`config.mk`:
```
export PLATFORM = sky130hd
export DESIGN_NAME = core_immgen_stage
export DESIGN_NICKNAME = d
export VERILOG_FILES = /design/src/rtl/core_immgen_stage.sv
export SDC_FILE = /design/constraint.sdc
export NUM_CORES = 1
export LEC_CHECK = 0
export ABC_AREA = 1
export CAP_MARGIN = 5
export CORE_MARGIN = 10
export CORE_UTILIZATION = 51
export CTS_CLUSTER_DIAMETER = 30
export DETAILED_ROUTE_END_ITERATION = 6
export PLACE_DENSITY = 0.9
export SYNTH_ARGS = -nofsm -noshare
export SYNTH_HDL_FRONTEND = slang
export SYNTH_SLANG_ARGS = --single-unit
```
`constraint.sdc`:
```
create_clock -name i_clk -period 4.85 [get_ports i_clk]
set_clock_uncertainty 0.15 [all_clocks]
set_input_delay 1.455 -clock i_clk [delete_from_list [all_inputs] [get_ports i_clk]]
set_output_delay 1.455 -clock i_clk [all_outputs]
set_load 0.02 [all_outputs]
```
`src/rtl/core_immgen_stage.sv`:
```
// core_immgen_stage: pipelined RV32/RV64 immediate generator with a valid/ready skid buffer
//   XLEN        datapath width, 32 or 64
//   TAG_W       width of the sideband tag carried with each entry
//   i_clk       clock
//   i_rst_n     asynchronous active-low reset
//   i_flush     squashes every held entry on the next edge
//   i_valid     upstream entry valid
//   o_ready     can accept an entry (registered)
//   i_instr     raw 32-bit instruction
//   i_immsrc    immediate format select
//   i_tag       sideband tag, passed through unchanged
//   o_valid     output entry valid
//   i_ready     downstream accepts the output entry
//   o_imm       extended immediate
//   o_tag       tag of the output entry
//   o_err       entry used a reserved immsrc
// Macro CORE_IMMGEN_SHAMT_EN turns immsrc 111 into a shift-amount format; otherwise it is reserved.
module core_immgen_stage #(
    parameter int XLEN  = 64,
    parameter int TAG_W = 5
) (
    input  logic             i_clk,
    input  logic             i_rst_n,
    input  logic             i_flush,
    input  logic             i_valid,
    output logic             o_ready,
    input  logic [31:0]      i_instr,
    input  logic [2:0]       i_immsrc,
    input  logic [TAG_W-1:0] i_tag,
    output logic             o_valid,
    input  logic             i_ready,
    output logic [XLEN-1:0]  o_imm,
    output logic [TAG_W-1:0] o_tag,
    output logic             o_err
);
    localparam int EW = XLEN + TAG_W + 1;

    if (XLEN != 32 && XLEN != 64) begin : g_bad_xlen
        $fatal(1, "core_immgen_stage: XLEN must be 32 or 64");
    end

    logic [31:0]   imm32;
    logic          err;
    logic [EW-1:0] ent;
    logic [EW-1:0] out_q, out_d, skid_q, skid_d;
    logic          out_vld_q, out_vld_d, skid_vld_q, skid_vld_d;
    logic          in_fire, out_free;
    logic          unused_opcode;

    assign unused_opcode = ^i_instr[6:0];

    // Every format is first formed as a 32-bit value whose bit 31 is the correct
    // extension bit, so a single signed widening covers both XLENs.
    always_comb begin
        imm32 = '0;
        err   = 1'b0;
        case (i_immsrc)
            3'b000:  imm32 = {{20{i_instr[31]}}, i_instr[31:20]};
            3'b001:  imm32 = {{20{i_instr[31]}}, i_instr[31:25], i_instr[11:7]};
            3'b010:  imm32 = {{19{i_instr[31]}}, i_instr[31], i_instr[7], i_instr[30:25], i_instr[11:8], 1'b0};
            3'b011:  imm32 = {{11{i_instr[31]}}, i_instr[31], i_instr[19:12], i_instr[20], i_instr[30:21], 1'b0};
            3'b100:  imm32 = {i_instr[31:12], 12'b0};
            3'b101:  imm32 = '0;
            3'b110:  imm32 = {27'b0, i_instr[19:15]};
            default:
`ifdef CORE_IMMGEN_SHAMT_EN
                imm32 = (XLEN == 64) ? {26'b0, i_instr[25:20]} : {27'b0, i_instr[24:20]};
`else
                err = 1'b1;
`endif
        endcase
    end

    assign ent = {err, i_tag, XLEN'($signed(imm32))};

    // The skid only ever fills while the output register is full, so the skid
    // always holds the younger entry and draining it first keeps FIFO order.
    always_comb begin
        in_fire    = i_valid & ~skid_vld_q;
        out_free   = ~out_vld_q | i_ready;
        out_d      = out_q;
        skid_d     = skid_q;
        out_vld_d  = out_vld_q;
        skid_vld_d = skid_vld_q;
        if (i_flush) begin
            out_vld_d  = 1'b0;
            skid_vld_d = 1'b0;
        end else if (out_free) begin
            out_vld_d  = skid_vld_q | in_fire;
            skid_vld_d = 1'b0;
            out_d      = skid_vld_q ? skid_q : in_fire ? ent : out_q;
        end else if (in_fire) begin
            skid_vld_d = 1'b1;
            skid_d     = ent;
        end
    end

    always_ff @(posedge i_clk or negedge i_rst_n) begin
        if (!i_rst_n) begin
            out_q      <= '0;
            skid_q     <= '0;
            out_vld_q  <= 1'b0;
            skid_vld_q <= 1'b0;
        end else begin
            out_q      <= out_d;
            skid_q     <= skid_d;
            out_vld_q  <= out_vld_d;
            skid_vld_q <= skid_vld_d;
        end
    end

    assign o_ready              = ~skid_vld_q;
    assign o_valid              = out_vld_q;
    assign {o_err, o_tag, o_imm} = out_q;
endmodule
```
Word-level counts from Yosys, hierarchy flattened
Cells that the tools add are included.
{"block": "word_totals", "register_bits": 142, "inputBits": 45, "out_inout_bits": 72, "wordCells": 33}
{"block": "op_classes", "n_eq_ne": 6, "muxes": 9, "n_bitwise": 7, "reduce_logical": 7}
{"operator": "32-bit case mux with 6 select lines", "count": 1}
{"operator": "70-bit two-way mux", "count": 2}
{"operator": "3-bit == test (second input constant)", "count": 3}
{"operator": "7-bit OR reduction", "count": 1}
{"operator": "3-bit by 2-bit == test with 1-bit output (second input constant)", "count": 2}
{"operator": "1-bit two-way mux", "count": 6}
{"operator": "3-bit AND reduction", "count": 2}
{"operator": "1-bit NOT", "count": 4}
{"operator": "2-bit nonzero test", "count": 2}
{"operator": "3-bit by 1-bit == test with 1-bit output (second input constant)", "count": 1}
{"operator": "3-bit zero test", "count": 1}
{"operator": "3-bit nonzero test", "count": 1}
{"operator": "1-bit bitwise OR", "count": 2}
{"operator": "1-bit AND", "count": 1}

Logic depth before layout (Yosys ltp)
{"block": "logic_depth", "word_depth": 5, "depth_mapped": 8, "ltp_nobuf": 7}

Worst setup path after synthesis
OpenSTA, ideal clock, no wires.
{"block": "synth_path", "path_kind": "register to output", "startpoint": "register, netlist name out_q[63]", "endpoint": "output o_imm[32]", "arrival_ns": 1.175, "t_required_ns": 3.245, "setup_slack_ns": 2.070, "path_stages_with_launch": 2, "cell_sequence": "dfrtp_1 > buf_4"}
{"item": "end, declared", "line_no": "32", "text": "output logic [XLEN-1:0] o_imm,"}

==> flow_summary.toml <==
[yosys]
syn_area_sq_mm = 0.00397
syn_inst = 492
seq_area_frac_synth = 0.492
synthTopCellsByArea = "dfrtp_1, nand2_1, o21ai_0"
async_flop_share = 1.00
post-synth-top-count-cell = "nand2_1"
synth_flop_cell = "dfrtp_1"
synth_top_area_share = 0.492
synth_edf_count = 0
syn_area_per_cell_sq_um = 8.07
synth_common_cells = "nand2_1, dfrtp_1, o21ai_0"
ys_ff_latch = 78
synth_nets = 537
ys_types = 24
yosysTopAreaCell = "dfrtp_1"
yosysWarnings = 0

[worst_setup_path]
slowest_stage = "dfrtp_1"
worst-path-buf-inv = 1
rr_startpoint = "skid_vld_q"
crit_chain = "clkdlybuf4s50_1"
cp_slowest_stage_delay_ns = 0.90
cpLargestDelayFamily = "flip-flops"
cp-start-kind = "register"
critPathLaunch = "out_q[63]"
rrSetupSlack_ns = 2.36
crit_type = "reg2out"
crit_path_end_kind = "output port"
arrival_ns = 2.01
required_ns = 3.24
critPathMaxFanout = 34

[clocking]
cts.sinks = 78
cts.hold.buffers_added = 0
cts_resized = 0
cts_buffer_depth = 2
cts_buffers = 9
root_buffer = "clkbuf_8"
postCtsSetupBuffers = 0
cts.htree.levels = 3
path_clk_slew_ns = 0.08
clk_latency_ns = 0.35
cts_tree = "yes"

[global_routing]
grt_max_degree = 79
antenna_found_initial = 0
grt.total_usage = 0.164
grt-ovfl-total = 0
grt_pass1_wl_mm = 15.8
grt_pass1_vias = 3259

[die]
core_sq_mm = 0.00765
fp.dieArea_sq_mm = 0.0117
rows = 32
ios = 117
start_util = 0.519
die_y_microns = 108
die_w_microns = 108

[timing]
worst_slew_pin_slew_ns = 0.961
rsz0062_at_grt = "false"
fmax_ghz = 0.277
hold_violations = 0
finalCritPeriodShare = 0.746
worst_slack_ns = 1.23
fin_setup_tns_ns = 0
hold_ws_ns = 0.331
finalCriticalPeriod_ns = 3.62
slew_headroom = 0.359
slew_viol_final = 0
setup_viol = 0

[route]
drt_iter0_drc = 196
wirelength_mm = 9.60
drtPass1Iterations = 4
routed_via_density = 5.12
vias = 3384
wl_per_cell_microns = 14.5
drc = 0
ant_nets = 0

[placement]
dp_cells = 645
hpwl_mm = 6.82
io_buffers = 109
place_congestion = 0.835
detailedPlace.worstSlack_ns = 1.30

[final_layout]
fin_cells = 661
syn2layout_area_growth_pct = 25.7
nets = 599
diodes = 0
drive_gt1_frac = 0.0555

[power_and_ir_drop]
combPwrFrac = 0.299
finalPower_w = 0.00187
powerDensity_mw_per_mm2 = 376
vdd_drop_max_mv = 0.181
intPower_w = 0.00126
switchingPower_w = 0.000615
seqPwrFrac = 0.452
clkPwrFrac = 0.249
netSwitchingFraction = 0.328
cellLeakagePower_nw = 2.35

[min_path]
hp-start = "out_q[0]"
hold_path_class = "reg2reg"

[flow_run]
maxCapViolCount = 0

[status]
status = "finished, final reports clean"
## layer usage
metal / part of all wire / wire [microns] / global-route usage / up-vias
met5: 0 / 0 / 0 / -
met4: 0.014 / 131 / 0.0573 / 0
met3: 0.089 / 859 / 0.0529 / 13
met2: 0.47 / 4500 / 0.266 / 106
met1: 0.43 / 4110 / 0.201 / 1576
li1: - / - / - / 1689
## path summary, 6_finish.rpt
check	end	cells after the start
min in group asynchronous	out_q[19]	1
min reg2reg	out_q[0]	2
max reg2reg	skid_q[15]	5
max	o_imm[62]	1
max in group asynchronous	skid_q[22]	1
min	out_q[0]	2
## placed cells by master (no fill, tap or decap)
master,instances
dfrtp_1,78
o31ai_1,6
nand2_4,1
o21ai_1,26
nand4_1,11
a21oi_1,21
inv_2,2
clkdlybuf4s50_1,108
nand4_4,1
nand3_1,16
o21ai_0,68
clkinvlp_4,4
nor2_1,8
clkbuf_8,12
nor2_4,3
nand3_2,1
nand2_1,145
nand2_2,2
inv_4,1
buf_4,3
nor2_2,1
o211ai_1,1
inv_1,40
## registers in the layout (all words and copies together), names as in the netlist
| signal | cells |
|---|---|
| o_valid | 1 |
| out_q | 38 |
| skid_vld_q | 1 |
| skid_q | 38 |
## cells by family after synthesis
| kind of cell | count (synthesis) | share of synthesized area |
|---|---|---|
| AOI/OAI and AO/OA | 122 | 0.158 |
| DFF | 78 | 0.492 |
| and+or+nand+nor | 189 | 0.206 |
| buffers and inverters | 103 | 0.144 |
## power groups by stage
stage          Combinational (W)  Sequential [W]  Clock [W]
2_1_floorplan           0.000292        0.000909          0
3_3_place_gp            0.000553        0.000853          0
3_5_place_dp            0.000565        0.000861          0
4_1_cts                 0.000568        0.000849   0.000473
5_1_grt                 0.000615        0.000863   0.000500
6_report                0.000560        0.000847   0.000466
## layout make-up
| class | instances | area (sq um) |
|---|---|---|
| Timing Repair Buffer | 111 | 1100 |
| Clock inverter | 4 | 30.0 |
| Inverter | 43 | 164 |
| Clock buffer | 12 | 165 |
| Multi-Input combinational cell | 311 | 1450 |
| Tap cell | 102 | 128 |
| Sequential cell | 78 | 1950 |
| Fill cell | 618 | 2660 |
## worst min-delay path: cells and delay by family, from the launching register on
kind | cells | cell delay, ns
DFF | 1 | 0.34
and+or+nand+nor | 2 | 0.11
## stage by stage
stage / area, sq um / util
2_1_floorplan: 3970 / -
3_3_place_gp: 4790 / 0.627
3_5_place_dp: 4790 / 0.627
4_1_cts: 4990 / 0.652
5_1_grt: 4990 / 0.652
6_report: 4990 / 0.652
No activity file was read; power rests on OpenSTA's default activity.
